File: src/rtl/median3x3_stream.sv
// median3x3_stream: raster-order 3x3 median/min/max/bypass filter using line buffers, with border handling and an end-of-frame flush.
module median3x3_stream #(
    parameter int BIT_WIDTH = 8,
    parameter int IMG_W     = 100,
    parameter int IMG_H     = 100
) (
    input  logic                 clk,
    input  logic                 rst_n,
    input  logic                 start,
    input  logic [1:0]           filter_sel,
    input  logic                 border_mode,
    input  logic                 in_valid,
    input  logic [BIT_WIDTH-1:0] in_data,
    output logic                 out_valid,
    output logic [BIT_WIDTH-1:0] out_data,
    output logic                 frame_done,
    output logic                 busy
);
    localparam int N  = IMG_W * IMG_H;
    localparam int CW = $clog2(N + 1);
    localparam int LB = 2 * IMG_W + 2;
    localparam logic [CW-1:0] C_LAST = CW'(N - 1);
    localparam logic [CW-1:0] C_FILL = CW'(IMG_W + 1);
    localparam logic [CW-1:0] C_W    = CW'(IMG_W);
    localparam logic [CW-1:0] C_WM1  = CW'(IMG_W - 1);
    localparam logic [CW-1:0] C_HM1  = CW'(IMG_H - 1);

    typedef logic [BIT_WIDTH-1:0] pix_t;
    typedef enum logic [1:0] {IDLE, RUN, FLUSH} state_t;

    function automatic pix_t mn(input pix_t a, input pix_t b);
        return (a < b) ? a : b;
    endfunction

    function automatic pix_t mx(input pix_t a, input pix_t b);
        return (a > b) ? a : b;
    endfunction

    function automatic pix_t md3(input pix_t a, input pix_t b, input pix_t c);
        return mx(mn(a, b), mn(mx(a, b), c));
    endfunction

    state_t        state_q, state_d;
    logic [CW-1:0] cnt_q, cnt_d, row_q, row_d, col_q, col_d;
    logic [1:0]    sel_q, sel_d;
    logic          bmode_q, bmode_d, busy_q, busy_d;
    logic          adv, ctr_v, border, last;
    pix_t          adv_pix;
    pix_t          lb_q [LB];
    pix_t          win [9];

    logic          v1_q, last1_q, dir1_q;
    logic [1:0]    op1_q;
    pix_t          dv1_q;
    pix_t          w1_q [9];

    logic          v2_q, last2_q, dir2_q;
    logic [1:0]    op2_q;
    pix_t          dv2_q;
    pix_t          lo2_q [3];
    pix_t          md2_q [3];
    pix_t          hi2_q [3];

    logic          out_valid_q, frame_done_q;
    pix_t          out_data_q, med, res;

    always_comb begin
        state_d = state_q;
        cnt_d   = cnt_q;
        row_d   = row_q;
        col_d   = col_q;
        sel_d   = sel_q;
        bmode_d = bmode_q;
        busy_d  = busy_q && !frame_done_q;
        adv     = 1'b0;
        adv_pix = in_data;
        if (state_q == IDLE) begin
            if (start && !busy_q) begin
                state_d = RUN;
                cnt_d   = '0;
                row_d   = '0;
                col_d   = '0;
                sel_d   = filter_sel;
                bmode_d = border_mode;
                busy_d  = 1'b1;
            end
        end else if (state_q == RUN) begin
            adv = in_valid;
            if (in_valid) begin
                cnt_d   = (cnt_q == C_LAST) ? '0 : cnt_q + 1'b1;
                state_d = (cnt_q == C_LAST) ? FLUSH : RUN;
            end
        end else begin
            adv     = 1'b1;
            adv_pix = '0;
            cnt_d   = cnt_q + 1'b1;
            state_d = (cnt_q == C_W) ? IDLE : FLUSH;
        end
        // A window is complete once IMG_W+1 pixels have been shifted in; every flush tick completes one.
        ctr_v = adv && ((state_q == FLUSH) || (cnt_q >= C_FILL));
        if (ctr_v) begin
            col_d = (col_q == C_WM1) ? '0 : col_q + 1'b1;
            row_d = (col_q == C_WM1) ? row_q + 1'b1 : row_q;
        end
    end

    assign win[0] = lb_q[2*IMG_W+1];
    assign win[1] = lb_q[2*IMG_W];
    assign win[2] = lb_q[2*IMG_W-1];
    assign win[3] = lb_q[IMG_W+1];
    assign win[4] = lb_q[IMG_W];
    assign win[5] = lb_q[IMG_W-1];
    assign win[6] = lb_q[1];
    assign win[7] = lb_q[0];
    assign win[8] = adv_pix;

    assign border = (row_q == '0) || (row_q == C_HM1) || (col_q == '0) || (col_q == C_WM1);
    assign last   = (row_q == C_HM1) && (col_q == C_WM1);

    // Median of nine from row-sorted triples: max of lows, median of mids, min of highs.
    assign med = md3(mx(mx(lo2_q[0], lo2_q[1]), lo2_q[2]),
                     md3(md2_q[0], md2_q[1], md2_q[2]),
                     mn(mn(hi2_q[0], hi2_q[1]), hi2_q[2]));
    assign res = dir2_q ? dv2_q :
                 (op2_q == 2'd0) ? med :
                 (op2_q == 2'd1) ? mn(mn(lo2_q[0], lo2_q[1]), lo2_q[2]) :
                                   mx(mx(hi2_q[0], hi2_q[1]), hi2_q[2]);

    always_ff @(posedge clk) begin
        if (adv) begin
            lb_q[0] <= adv_pix;
            for (int i = 1; i < LB; i++) lb_q[i] <= lb_q[i-1];
        end
        w1_q    <= win;
        last1_q <= last;
        op1_q   <= sel_q;
        dir1_q  <= border || (sel_q == 2'd3);
        dv1_q   <= (border && !bmode_q) ? '0 : win[4];
        for (int i = 0; i < 3; i++) begin
            lo2_q[i] <= mn(mn(w1_q[3*i], w1_q[3*i+1]), w1_q[3*i+2]);
            md2_q[i] <= md3(w1_q[3*i], w1_q[3*i+1], w1_q[3*i+2]);
            hi2_q[i] <= mx(mx(w1_q[3*i], w1_q[3*i+1]), w1_q[3*i+2]);
        end
        last2_q <= last1_q;
        op2_q   <= op1_q;
        dir2_q  <= dir1_q;
        dv2_q   <= dv1_q;
    end

    always_ff @(posedge clk or negedge rst_n) begin
        if (!rst_n) begin
            state_q      <= IDLE;
            cnt_q        <= '0;
            row_q        <= '0;
            col_q        <= '0;
            sel_q        <= '0;
            bmode_q      <= 1'b0;
            busy_q       <= 1'b0;
            v1_q         <= 1'b0;
            v2_q         <= 1'b0;
            out_valid_q  <= 1'b0;
            frame_done_q <= 1'b0;
            out_data_q   <= '0;
        end else begin
            state_q      <= state_d;
            cnt_q        <= cnt_d;
            row_q        <= row_d;
            col_q        <= col_d;
            sel_q        <= sel_d;
            bmode_q      <= bmode_d;
            busy_q       <= busy_d;
            v1_q         <= ctr_v;
            v2_q         <= v1_q;
            out_valid_q  <= v2_q;
            frame_done_q <= v2_q && last2_q;
            out_data_q   <= v2_q ? res : '0;
        end
    end

    assign out_valid  = out_valid_q;
    assign out_data   = out_data_q;
    assign frame_done = frame_done_q;
    assign busy       = busy_q;
endmodule
File: config.mk
export PLATFORM = sky130hd
export DESIGN_NAME = median3x3_stream
export DESIGN_NICKNAME = d
export VERILOG_FILES = /design/src/rtl/median3x3_stream.sv
export SDC_FILE = /design/constraint.sdc
export NUM_CORES = 2
export LEC_CHECK = 0
export CORE_MARGIN = 4
export CORE_UTILIZATION = 55
export DETAILED_ROUTE_END_ITERATION = 12
export GPL_ROUTABILITY_DRIVEN = 0
export PLACE_DENSITY = 0.71
export SYNTH_ARGS = -nofsm -noshare
export SYNTH_HDL_FRONTEND = slang
export SYNTH_SLANG_ARGS = --single-unit
File: constraint.sdc
create_clock -name clk -period 39.7 [get_ports clk]
set_clock_uncertainty 0.05 [all_clocks]
set_input_delay 9.925 -clock clk [delete_from_list [all_inputs] [get_ports clk]]
set_output_delay 9.925 -clock clk [all_outputs]
set_load 0.03 [all_outputs]
# == Word level (Yosys, flattened, before mapping) ==
# Memories as Yosys holds them, arrays and structs flattened. A register that Yosys moved wholly into a read port is not among the register bits.
# Index checks and enable logic that the tools add are counted.
# Widths: inputs -> output; s select.
# totals
elab_cells,167
in_bits,15
out_inout_bits,11
ramBits,1688
memories,4
reg_bits,148
# memory_table
memory,words,width,rd,rd_ports_with_merged_regs,write_ports,line_no,source
lb_q,202,8,202,1,202,49,pix_t lb_q [LB];
hi2_q,3,8,3,0,3,62,pix_t hi2_q [3];
lo2_q,3,8,3,0,3,60,pix_t lo2_q [3];
md2_q,3,8,3,0,3,61,pix_t md2_q [3];
# op_classes
n_reduce_logical,24
n_lt_le_gt_ge,35
n_mux,62
n_eq_ne,11
addsub,3
# op_table
operator,n
$mux 8,40
$mux 14,10
$gt 8x8->1,17
$lt 8x8->1,17
$add 14x1->14 const B,3
$eq 14x7->1 const B,3
$logic_not 14->1,2
$eq 14x14->1 const B,1
$ge 14x7->1 const B,1
$mux 2,6
$logic_and 1x1->1,6
$mux 1,6
$reduce_and 2->1,3
$logic_or 1x1->1,5
$eq 2x1->1 const B,2
$eq 2x2->1 const B,2
$logic_not 2->1,2
$ne 2x1->1 const B,2
$reduce_bool 2->1,2
$logic_not 1->1,3
$ne 3x3->1 const B,1
$reduce_and 3->1,1

# == Longest topological paths before layout ==
# depth
ltp_word,15
ltp_mapped,52
depth_no_buf,49

# == Worst setup path before layout ==
# Ideal clock, no wire load.
# synth_timing
path_type,input-to-reg
start,input in_valid
end,"memory lb_q[0][0] in the netlist's numbering, enable pin"
stages,2
path_buffers,0
required_ns,37.708
setup_ns,1.942
setup_slack_ns,-3.385
arrival_time_ns,41.093
path_cell_list,a21oi_1 inv_1
# synth_rtl
item,line_no,source
from (decl),12,"input logic in_valid,"
to (decl),49,

==> results.md <==
* Outcome: finished, final reports clean
* Final Hold Vio Count at 0
* 1st-pass router iterations at 6
* Comb pwr share at 19.6%
* Yosys cell types at 75
* Fin. max-slew vios at 0
* Die height at 346 um
* Post-synth top flop: edfxtp_1
* Cell taking the most area after synthesis: edfxtp_1
* Slew headroom at 18.3%
* Clock power frac at 35.0%
* TritonCTS clock tree: done
* Largest net degree at the start of global routing at 239
* Flops & latches, synth at 1844
* P&R area growth vs syn at 12.8%
* First-pass GRT wire length at 150000 um
* Critical Path Fanout Max at 180
* Post-Synthesis Cells at 3236
* Sw Ratio at 27.9%
* Final std cells w/o fill at 5065
* Most frequent cell after synthesis: edfxtp_1
* Synth top cells by count: edfxtp_1, ha_1, o21ai_0
* Max Root-Sink Buffers at 3
* Setup CP Type: input pin to flip-flop
* Synthesis warning total at 0
* Cts repair resizes at 0
* CP endpoint kind: flip-flop
* Max cap viols at 0
* DR WL/cell at 18.9 um
* Post-Syn Nets at 3440
* Leakage at 21.0 nW
* Dpl hpwl at 53300 um
* Worst-Margin Slew at 1.22 ns
* Maximum vdd drop at 0.000169 V
* Register area at 53400 um^2
* Nets at 3618
* Crit path required time at 40.03 ns
* Average vias per placed instance at 5.30
* Total Neg Setup Slack at 0 ns
* Die width at 346 um
* Postcts setup bufs at 0
* P per Cell Area at 67.4 nW/um^2
* Setup-failing EPs final at 0
* CP Cell Sequence: clkdlybuf4s50_1 > a21oi_1 > clkinvlp_4 > buf_4 > buf_12 > buf_4 > buf_4 > buf_4 > buf_4
* Area occupied by multi-input gates at 8750 um^2
* Post-route DRC at 0
* Ys async rst share at 3.25%
* Worst stage delay on the critical path at 0.92 ns
* DRT Wirelength at 95500 um
* Gr ovfl total at 0
* Clk root buf: clkbuf_16
* Fmax at 0.0646 GHz
* Total core area at 113000 um^2
* ANT nets after route at 0
* EDFF count, synth at 1616
* Reg power frac at 45.5%
* Htree depth at 4
* WHS at 0.275 ns
* DR vias at 26847
* Rows at 123
* Port bufs at 25
* Placed Cells at 4741
* Final min period at 15.47 ns
* IO Count at 26
* Most frequent cell on the critical path: buf_4
* Number of buffers created by CTS at 171
* Internal Dissipation at 3.45 mW
* Fin crit share at 39.0%
* Worst skew pair latency at 0.78 ns
* Arrival time at the worst endpoint at 15.80 ns
* CP Launch Type: input pin
* Initial antenna violation count at 5
* Share of cells above drive strength 1 at 10.8%
* Yosys top cell area share at 77.2%
* Register area share after synthesis at 84.9%
* Worst hold path class: flip-flop to flip-flop
* Psw at 1.33 mW
* # hold bufs at CTS at 0
* Mean Syn Cell Area at 19.4 um^2
* Layout fillers at 7644
* Synth Cell Area at 62900 um^2
* Initial Util at 55.7%
* Vias in the first global route at 26181
* Starting DRT DRC Count at 2526
* Synth top area cells: edfxtp_1, dfxtp_1, ha_1
* Clock Sinks at 1844
* RSZ-0062 raised after global routing: no
* Total GRT Usage at 15.9%
* Slowest stage cell, crit path: buf_4
* Die area at 120000 um^2
* Clk pin slew, worst setup/hold paths at 0.06 ns
[final cells by class]
class	instances	share of cell area, %
sequential	1844	75.2
multi-input combinational	1194	12.3
clock buffer	220	6.64
tap	1500	2.64
clock inverter	103	1.68
inverter	158	0.841
timing repair buffer	45	0.628
antenna	1	0.00353
[final timing paths]
path | start | to | slack, ns | depth (start not counted)
max in group asynchronous | rst_n | out_data[1] | 29.66 | 2
setup reg to reg | md2_q[0][9] | out_data[0] | 27.52 | 48
hold / removal | dv1_q[2] | dv2_q[2] | 0.27 | 0
setup / recovery | in_valid | lb_q[188][4] | 24.23 | 9
min in group asynchronous | rst_n | cnt_q[10] | 9.30 | 2
hold reg to reg | dv1_q[2] | dv2_q[2] | 0.27 | 0
[kinds of logic (layout without fill, tap and decap cells)]
logic type	after synthesis	in the layout	synth area share (%)
AO/OA/AOI/OAI	439	439	4.37
flip-flops	1844	1844	84.9
adder cells (fa/ha/maj)	190	190	3.78
other	0	1	0
AND/OR/NAND/NOR	407	407	3.13
multiplexers	143	143	2.41
buffers and inverters	198	526	1.20
XOR/XNOR	15	15	0.221
[power by group through the flow]
stage | Combinational, mW | Clock (mW) | Sequential [mW]
3_3_place_gp | 0.891 | 0 | 2.21
2_1_floorplan | 0.707 | 0 | 2.34
4_1_cts | 0.918 | 1.72 | 2.17
6_report | 0.937 | 1.67 | 2.18
3_5_place_dp | 0.913 | 0 | 2.21
5_1_grt | 1.04 | 1.81 | 2.18
[flip-flops by register name, indices dropped and copies added, names as in the netlist, 8 cells and up]
name      cells
lb_q       1616
w1_q         72
hi2_q        24
lo2_q        24
md2_q        24
cnt_q        14
col_q        14
row_q        14
dv1_q         8
dv2_q         8
out_data      8
[through the flow]
| step | total power, mW | utilization, % | cell area (um^2) | setup WS (ns) |
|---|---|---|---|---|
| 4_1_cts | 4.82 | 62.8 | 71000 | 24.18 |
| 6_report | 4.78 | 62.8 | 71000 | 24.23 |
| 5_1_grt | 5.03 | 62.8 | 71000 | 23.69 |
| 2_1_floorplan | 3.04 | - | 62900 | 4.50 |
| 3_3_place_gp | 3.11 | 57.6 | 65100 | 23.37 |
| 3_5_place_dp | 3.13 | 57.6 | 65100 | 23.24 |
[layer usage]
layer	track usage, %	vias up	routed length [um]
met5	0	-	0
met4	4.70	0	1820
met3	3.15	146	4640
met2	22.6	589	41400
met1	25.4	13345	47600
li1	-	12767	-
[cells in the final DEF (no fill, tap or decap), types with 28 or more instances in the layout]
cell       instances
mux2_2            60
nand2_1          153
dfxtp_1          168
o21a_1            28
edfxtp_1        1616
nor2_1            58
ha_1             189
a21oi_1           88
clkbuf_1          30
mux2i_1           81
inv_1            157
o21ai_0          177
clkbuf_16        176
nor2b_1           36
clkinv_2          37
dfrtp_1           60
a21o_1            37
nand4_1           33
nand3_1           48
[critical path, delay by kind of cell]
family	cells	cell delay, ns
buffers and inverters	8	5.50
AO/OA/AOI/OAI	1	0.16
Power figures use the tool's default switching activity.
